===== src/rtl/elevator_pkg.sv =====
// Shared types, sizing constants and floor-mask helpers for the single-car elevator controller.
package elevator_pkg;

  localparam int FLOOR_W    = 3;
  localparam int MAX_FLOORS = 8;
  localparam int TIMER_W    = 32;

  typedef enum logic [1:0] {
    IDLE,
    MOVE_UP,
    MOVE_DOWN,
    DOOR_OPEN
  } state_t;

  typedef enum logic {
    UP,
    DOWN
  } dir_t;

  function automatic logic [MAX_FLOORS-1:0] lowMask(input int n);
    logic [MAX_FLOORS-1:0] m;
    m = '0;
    for (int i = 0; i < MAX_FLOORS; i++) m[i] = (i < n);
    return m;
  endfunction

  function automatic logic [MAX_FLOORS-1:0] aboveMask(input logic [FLOOR_W-1:0] f);
    logic [MAX_FLOORS-1:0] m;
    m = '0;
    for (int i = 0; i < MAX_FLOORS; i++) m[i] = (i > int'(f));
    return m;
  endfunction

  function automatic logic [MAX_FLOORS-1:0] belowMask(input logic [FLOOR_W-1:0] f);
    logic [MAX_FLOORS-1:0] m;
    m = '0;
    for (int i = 0; i < MAX_FLOORS; i++) m[i] = (i < int'(f));
    return m;
  endfunction

endpackage


===== src/rtl/elevator_scheduler_if.sv =====
// Request inputs and car status outputs between the input processor/display logic and the scheduler.
interface elevator_scheduler_if;
  import elevator_pkg::*;

  logic [MAX_FLOORS-1:0] up;
  logic [MAX_FLOORS-1:0] down;
  logic [MAX_FLOORS-1:0] elevator_btn;
  logic [FLOOR_W-1:0]    floor;
  logic                  moving_up;
  logic                  moving_down;
  logic                  door_open;
  logic [MAX_FLOORS-1:0] pending_up;
  logic [MAX_FLOORS-1:0] pending_down;
  logic [MAX_FLOORS-1:0] pending_car;

  modport master (
    output up, down, elevator_btn,
    input  floor, moving_up, moving_down, door_open,
    input  pending_up, pending_down, pending_car
  );

  modport slave (
    input  up, down, elevator_btn,
    output floor, moving_up, moving_down, door_open,
    output pending_up, pending_down, pending_car
  );

endinterface


===== src/rtl/elevator_timer.sv =====
// Loadable down-counter that holds at zero; used for per-floor travel time and door dwell.
module elevator_timer #(
  parameter int WIDTH = 32
) (
  input  logic             clk,
  input  logic             rst_n,
  input  logic             i_load,
  input  logic [WIDTH-1:0] i_value,
  output logic             o_zero
);

  logic [WIDTH-1:0] r_count;

  always_ff @(posedge clk) begin
    if (!rst_n) begin
      r_count <= '0;
    end else if (i_load) begin
      r_count <= i_value;
    end else if (r_count != '0) begin
      r_count <= r_count - 1'b1;
    end
  end

  assign o_zero = (r_count == '0);

endmodule


===== src/rtl/elevator_scheduler.sv =====
// Single-car scheduler: latches calls, runs a direction-preserving sweep, and times travel and door dwell.
module elevator_scheduler
  import elevator_pkg::*;
#(
  parameter int FLOORS        = 8,
  parameter int TRAVEL_CYCLES = 50000000,
  parameter int DOOR_CYCLES   = 100000000
) (
  input  logic                 clk,
  input  logic                 rst_n,
  elevator_scheduler_if.slave  bus
);

  // Top floor has no up call and floor 0 has no down call.
  localparam logic [MAX_FLOORS-1:0] UP_MASK   = lowMask(FLOORS - 1);
  localparam logic [MAX_FLOORS-1:0] DOWN_MASK = lowMask(FLOORS) & ~lowMask(1);
  localparam logic [MAX_FLOORS-1:0] CAR_MASK  = lowMask(FLOORS);
  localparam logic [MAX_FLOORS-1:0] ONE_HOT0  = MAX_FLOORS'(1);
  localparam logic [FLOOR_W-1:0]    FLOOR_TOP = FLOOR_W'(FLOORS - 1);
  localparam logic [TIMER_W-1:0]    TRAVEL_LOAD = TIMER_W'(TRAVEL_CYCLES - 1);
  localparam logic [TIMER_W-1:0]    DOOR_LOAD   = TIMER_W'(DOOR_CYCLES - 1);

  state_t                r_state, w_stateNext;
  dir_t                  r_sweepDir, w_dirNext;
  logic [FLOOR_W-1:0]    r_floor, w_floorNext, w_floorUp, w_floorDown;
  logic [MAX_FLOORS-1:0] r_pendingUp, r_pendingDown, r_pendingCar;
  logic [MAX_FLOORS-1:0] w_clearUp, w_clearDown, w_clearCar;
  logic [MAX_FLOORS-1:0] w_anyPending, w_hereMask;
  logic                  w_here, w_above, w_below, w_aboveNext, w_belowNext;
  logic                  w_travelLoad, w_doorLoad, w_travelZero, w_doorZero;

  assign w_anyPending = r_pendingUp | r_pendingDown | r_pendingCar;
  assign w_hereMask   = ONE_HOT0 << r_floor;
  assign w_floorUp    = r_floor + 1'b1;
  assign w_floorDown  = r_floor - 1'b1;
  assign w_here       = |(w_anyPending & w_hereMask);
  assign w_above      = |(w_anyPending & aboveMask(r_floor));
  assign w_below      = |(w_anyPending & belowMask(r_floor));
  assign w_aboveNext  = |(w_anyPending & aboveMask(w_floorUp));
  assign w_belowNext  = |(w_anyPending & belowMask(w_floorDown));

  elevator_timer #(.WIDTH(TIMER_W)) u_travelTimer (
    .clk     (clk),
    .rst_n   (rst_n),
    .i_load  (w_travelLoad),
    .i_value (TRAVEL_LOAD),
    .o_zero  (w_travelZero)
  );

  elevator_timer #(.WIDTH(TIMER_W)) u_doorTimer (
    .clk     (clk),
    .rst_n   (rst_n),
    .i_load  (w_doorLoad),
    .i_value (DOOR_LOAD),
    .o_zero  (w_doorZero)
  );

  always_ff @(posedge clk) begin
    if (!rst_n) begin
      r_state       <= IDLE;
      r_sweepDir    <= UP;
      r_floor       <= '0;
      r_pendingUp   <= '0;
      r_pendingDown <= '0;
      r_pendingCar  <= '0;
    end else begin
      r_state       <= w_stateNext;
      r_sweepDir    <= w_dirNext;
      r_floor       <= w_floorNext;
      r_pendingUp   <= (r_pendingUp   | (bus.up           & UP_MASK))   & ~w_clearUp;
      r_pendingDown <= (r_pendingDown | (bus.down         & DOWN_MASK)) & ~w_clearDown;
      r_pendingCar  <= (r_pendingCar  | (bus.elevator_btn & CAR_MASK))  & ~w_clearCar;
    end
  end

  always_comb begin
    w_stateNext  = r_state;
    w_dirNext    = r_sweepDir;
    w_floorNext  = r_floor;
    w_travelLoad = 1'b0;
    w_doorLoad   = 1'b0;
    w_clearUp    = '0;
    w_clearDown  = '0;
    w_clearCar   = '0;

    case (r_state)
      IDLE: begin
        if (w_here) begin
          w_stateNext = DOOR_OPEN;
          w_doorLoad  = 1'b1;
          if (r_pendingUp[r_floor])        w_dirNext = UP;
          else if (r_pendingDown[r_floor]) w_dirNext = DOWN;
        end else if (w_above) begin
          w_stateNext  = MOVE_UP;
          w_dirNext    = UP;
          w_travelLoad = 1'b1;
        end else if (w_below) begin
          w_stateNext  = MOVE_DOWN;
          w_dirNext    = DOWN;
          w_travelLoad = 1'b1;
        end
      end

      MOVE_UP: begin
        if (w_travelZero) begin
          if (r_floor == FLOOR_TOP) begin
            w_stateNext = IDLE;
          end else begin
            w_floorNext = w_floorUp;
            if (r_pendingCar[w_floorUp] | r_pendingUp[w_floorUp]) begin
              w_stateNext = DOOR_OPEN;
              w_doorLoad  = 1'b1;
              w_dirNext   = UP;
            end else if (r_pendingDown[w_floorUp] & ~w_aboveNext) begin
              w_stateNext = DOOR_OPEN;
              w_doorLoad  = 1'b1;
              w_dirNext   = DOWN;
            end else if (w_aboveNext) begin
              w_travelLoad = 1'b1;
            end else begin
              w_stateNext = IDLE;
            end
          end
        end
      end

      MOVE_DOWN: begin
        if (w_travelZero) begin
          if (r_floor == '0) begin
            w_stateNext = IDLE;
          end else begin
            w_floorNext = w_floorDown;
            if (r_pendingCar[w_floorDown] | r_pendingDown[w_floorDown]) begin
              w_stateNext = DOOR_OPEN;
              w_doorLoad  = 1'b1;
              w_dirNext   = DOWN;
            end else if (r_pendingUp[w_floorDown] & ~w_belowNext) begin
              w_stateNext = DOOR_OPEN;
              w_doorLoad  = 1'b1;
              w_dirNext   = UP;
            end else if (w_belowNext) begin
              w_travelLoad = 1'b1;
            end else begin
              w_stateNext = IDLE;
            end
          end
        end
      end

      DOOR_OPEN: begin
        // Held buttons for this stop are swallowed for the whole dwell.
        w_clearCar = w_hereMask;
        if (r_sweepDir == UP) w_clearUp   = w_hereMask;
        else                  w_clearDown = w_hereMask;
        if (w_doorZero) begin
          if (r_sweepDir == UP) begin
            if (w_above) begin
              w_stateNext  = MOVE_UP;
              w_travelLoad = 1'b1;
            end else if (w_below) begin
              w_stateNext  = MOVE_DOWN;
              w_dirNext    = DOWN;
              w_travelLoad = 1'b1;
            end else begin
              w_stateNext = IDLE;
            end
          end else begin
            if (w_below) begin
              w_stateNext  = MOVE_DOWN;
              w_travelLoad = 1'b1;
            end else if (w_above) begin
              w_stateNext  = MOVE_UP;
              w_dirNext    = UP;
              w_travelLoad = 1'b1;
            end else begin
              w_stateNext = IDLE;
            end
          end
        end
      end

      default: w_stateNext = IDLE;
    endcase
  end

  assign bus.floor        = r_floor;
  assign bus.moving_up    = (r_state == MOVE_UP);
  assign bus.moving_down  = (r_state == MOVE_DOWN);
  assign bus.door_open    = (r_state == DOOR_OPEN);
  assign bus.pending_up   = r_pendingUp;
  assign bus.pending_down = r_pendingDown;
  assign bus.pending_car  = r_pendingCar;

endmodule


===== src/flat_wrapper.sv =====
// flat-port wrapper written by rule: the top's interface ports become plain ports
module elevator_scheduler_flat import elevator_pkg::*;
#(
  parameter int FLOORS        = 8,
  parameter int TRAVEL_CYCLES = 50000000,
  parameter int DOOR_CYCLES   = 100000000
)
  (clk, rst_n, bus_up, bus_down, bus_elevator_btn, bus_floor, bus_moving_up, bus_moving_down, bus_door_open, bus_pending_up, bus_pending_down, bus_pending_car);
  elevator_scheduler_if bus_i ();
  input  logic clk;
  input  logic rst_n;
  input wire logic [$bits(bus_i.up)-1:0] bus_up;
  input wire logic [$bits(bus_i.down)-1:0] bus_down;
  input wire logic [$bits(bus_i.elevator_btn)-1:0] bus_elevator_btn;
  output wire logic [$bits(bus_i.floor)-1:0] bus_floor;
  output wire logic [$bits(bus_i.moving_up)-1:0] bus_moving_up;
  output wire logic [$bits(bus_i.moving_down)-1:0] bus_moving_down;
  output wire logic [$bits(bus_i.door_open)-1:0] bus_door_open;
  output wire logic [$bits(bus_i.pending_up)-1:0] bus_pending_up;
  output wire logic [$bits(bus_i.pending_down)-1:0] bus_pending_down;
  output wire logic [$bits(bus_i.pending_car)-1:0] bus_pending_car;
  assign bus_i.up = bus_up;
  assign bus_i.down = bus_down;
  assign bus_i.elevator_btn = bus_elevator_btn;
  assign bus_floor = bus_i.floor;
  assign bus_moving_up = bus_i.moving_up;
  assign bus_moving_down = bus_i.moving_down;
  assign bus_door_open = bus_i.door_open;
  assign bus_pending_up = bus_i.pending_up;
  assign bus_pending_down = bus_i.pending_down;
  assign bus_pending_car = bus_i.pending_car;
  elevator_scheduler #(.FLOORS(FLOORS), .TRAVEL_CYCLES(TRAVEL_CYCLES), .DOOR_CYCLES(DOOR_CYCLES)) u_core (.clk(clk), .rst_n(rst_n), .bus(bus_i));
endmodule

===== config.mk =====
export PLATFORM = sky130hd
export DESIGN_NAME = elevator_scheduler_flat
export DESIGN_NICKNAME = d
export VERILOG_FILES = /design/src/rtl/elevator_pkg.sv /design/src/rtl/elevator_scheduler_if.sv /design/src/rtl/elevator_timer.sv /design/src/rtl/elevator_scheduler.sv /design/src/flat_wrapper.sv
export SDC_FILE = /design/constraint.sdc
export NUM_CORES = 1
export LEC_CHECK = 0
export ABC_AREA = 1
export BUFFER_PORTS_ARGS = -buffer_cell sky130_fd_sc_hd__buf_4
export CAP_MARGIN = 10
export CORE_MARGIN = 5
export CORE_UTILIZATION = 40
export DETAILED_ROUTE_END_ITERATION = 8
export PLACE_DENSITY = 0.59
export SETUP_SLACK_MARGIN = 0.4
export SLEW_MARGIN = 20
export SYNTH_ARGS = -nofsm -noshare
export SYNTH_HDL_FRONTEND = slang
export SYNTH_SLANG_ARGS = --single-unit

===== constraint.sdc =====
create_clock -name clk -period 3.3 [get_ports clk]
set_input_delay 0.165 -clock clk [delete_from_list [all_inputs] [get_ports clk]]
set_output_delay 0.165 -clock clk [all_outputs]
set_load 0.005 [all_outputs]

==> out/metrics.csv <==
metric,value,unit
firstDrtPassIters,5,
synthTopCellsByArea,"dfxtp_1, nand2_1, nor2_1",
cp-start-kind,flip-flop,
grt_max_degree,43,
final_nets,1104,
area_delta_synth_final,14.5,%
die_w,136,um
critPathMostFrequentCell,nand2_1,
htree_levels,3,
gp_congestion,0.911,
synth.avg_cell_area,6.23,um2
ys_warn_count,0,
clk_latency,360,ps
seq_area,1880,um2
rsz0062_at_grt,false,
status,completed,
syn_nets,1055,
drt_iter0_markers,418,
stdcell_area,7220,um2
worstPathRequired,3570,ps
track_usage,0.198,
synth_flop_cell,dfxtp_1,
final_common_cell,nand2_1,
critPathMaxStageDelay,410,ps
routed_wl,17600,um
cts_hold_buf,0,
path_class,flip-flop to flip-flop,
r2r-end,u_core.u_doorTimer.r_count[26],
n_antenna_cell,0,
ant_nets,0,
synth_area,6310,um2
worstReg2RegStart,u_core.bus.floor[0],
via_per_inst,4.96,
layout_common_cells,"nand2_1, nor2_1, inv_1",
worstPathArrival,2910,ps
grt_pass1_wl,29300,um
total_leakage_power,3.59,nW
synth_seq_area_share,0.298,
ir_drop,0.394,mV
synth_cell_types,41,
crit_chain,ha_1 -> ha_1 -> inv_1 -> nor2_1 -> nand3_1 -> o21ai_0 -> inv_1 -> nand2_1 -> nand3_1 -> nand2_1 -> nand3_1 -> nand2_1 -> nand2_1 -> nand2_1 -> nand2_2 -> buf_4 -> a21oi_1,
dpl_cell_area,6880,um2
drc_errors,0,
setup_viol,0,
rr_worst_depth,17,
cp-end-kind,flip-flop,
hold_viol_final,0,
tightest_slew,551,ps
cts-root-buf,clkbuf_16,
portBuffers,53,
grt_pass1_vias,5856,
yosys.area.top_type,dfxtp_1,
ys_ff_latch,94,
clockBufferDepth,2,
cpMaxStageDelayCell,ha_1,
min_from,bus_down[1],
whs,32.1,ps
cts_tree,done,
synth_top_area_share,0.298,
finalSetupTns,0,ps
cts_buffers,9,
max_slew_margin,0.632,
path_clk_slew,70,ps
hold_path.class,primary input to flip-flop,
drive_gt1_frac,0.114,
period_share,0.800,
io_pins,56,
finalMaxSlewViolations,0,
whs_endpoint,u_core.bus.pending_down[1],
core-area,15700,um2
clock_sinks,94,
path_max_fanout,19,
synth_edf_count,0,
routedWlPerCell,13.7,um
power.density,909,nW/um2
period_minus_slack,2640,ps
worstHoldPathCells,3,
multi_input_area,3790,um2
gr-total-overflow,0,
fillers,1746,
antenna_found_initial,0,
num_vias,6368,
die_h,136,um
rows,46,
fmax,379,MHz
cap_violations,0,
dieArea,18400,um2
dp_hpwl,13200,um
synth_cells,1013,
r2r_slack,660,ps
fin_skew,14.9,ps
async_reset_ff_frac,0,
final_util,0.461,
start_util,0.403,
[final cells by class]
class                           count  area share
Timing Repair Buffer               65      0.0676
Inverter                          126      0.0662
Clock inverter                      5     0.00780
Tap cell                          216      0.0374
Clock buffer                       11      0.0350
Multi-Input combinational cell    766       0.525
Sequential cell                    94       0.261
[worst max-delay path, delay by kind of cell, from the launching register on]
kind                     cells  cell delay, ps
AO/OA/AOI/OAI                2             240
adder cells (fa/ha/maj)      2             680
buffers and inverters        3             420
flip-flops                   1             360
AND/OR/NAND/NOR             10             860
[per-layer routing]
layer,up-vias,part of all wire,global-route usage
li1,3328,-,-
met1,2868,0.49,0.268
met2,149,0.44,0.320
met3,23,0.044,0.0416
met4,0,0.023,0.0566
met5,-,0,0
[state kept, by name, indices dropped and copies added (netlist names)]
name and cells:
u_core.bus.floor 3, u_core.bus.pending_car 8, u_core.bus.pending_down 8, u_core.bus.pending_up 8
u_core.r_state 2, u_core.r_sweepDir 1, u_core.u_doorTimer.r_count 32, u_core.u_travelTimer.r_count 32
[through the flow]
step | setup slack (ps) | cells | total power, mW
global route | 430 | 1283 | 7.25
floorplan | 840 | 1013 | 4.63
detailed placement | 542 | 1266 | 5.45
CTS | 519 | 1282 | 6.56
global placement | 572 | 1266 | 5.43
finish | 659 | 1283 | 6.56
[power breakdown]
group / leakage, nW / internal [mW] / switching (mW) / total [mW]
Clock: 0.152 / 0.629 / 0.459 / 1.09
Combinational: 2.66 / 1.31 / 2.46 / 3.76
Sequential: 0.777 / 1.42 / 0.287 / 1.71
[synth_stat cells (2+ instances only)]
cell	count
a211oi_1	4
a21oi_1	47
a22oi_1	2
a31o_2	2
buf_1	2
buf_2	7
buf_4	4
buf_6	6
clkbuf_1	8
dfxtp_1	94
ha_1	16
inv_1	120
inv_2	5
nand2_1	235
nand2_2	4
nand3_1	96
nand4_1	23
nor2_1	189
nor2_2	12
nor3_1	15
nor4_1	6
o211ai_1	4
o21ai_0	37
o22ai_1	4
or2_2	8
xnor2_1	13
xor2_1	36
[how the worst max path moves through the flow]
stage	from	end
2_1_floorplan	u_core.bus.floor[0]	u_core.u_doorTimer.r_count[12]
3_3_place_gp	u_core.bus.floor[0]	u_core.u_travelTimer.r_count[7]
3_5_place_dp	u_core.bus.floor[0]	u_core.u_travelTimer.r_count[7]
4_1_cts	u_core.bus.floor[0]	u_core.u_travelTimer.r_count[7]
5_1_grt	u_core.bus.floor[0]	u_core.u_doorTimer.r_count[6]
6_report	u_core.bus.floor[0]	u_core.u_doorTimer.r_count[26]
[kinds of logic (layout without fill, tap and decap cells)]
kind of cell               count (synthesis)  count (layout)  synth area share
adders and majority gates                 16              16            0.0317
DFF                                       94              94             0.298
AOI/OAI and AO/OA                        105             105            0.0916
xor gates and xnor gates                  49              49            0.0680
and+or+nand+nor                          595             596             0.406
buffers and inverters                    154             207             0.105
[timing repair]
action,in CTS,in global routing
gates resized for setup,0,5
setup buffers,0,0
setup endpoints to repair,0,50
(Power assumes the default switching activity.)
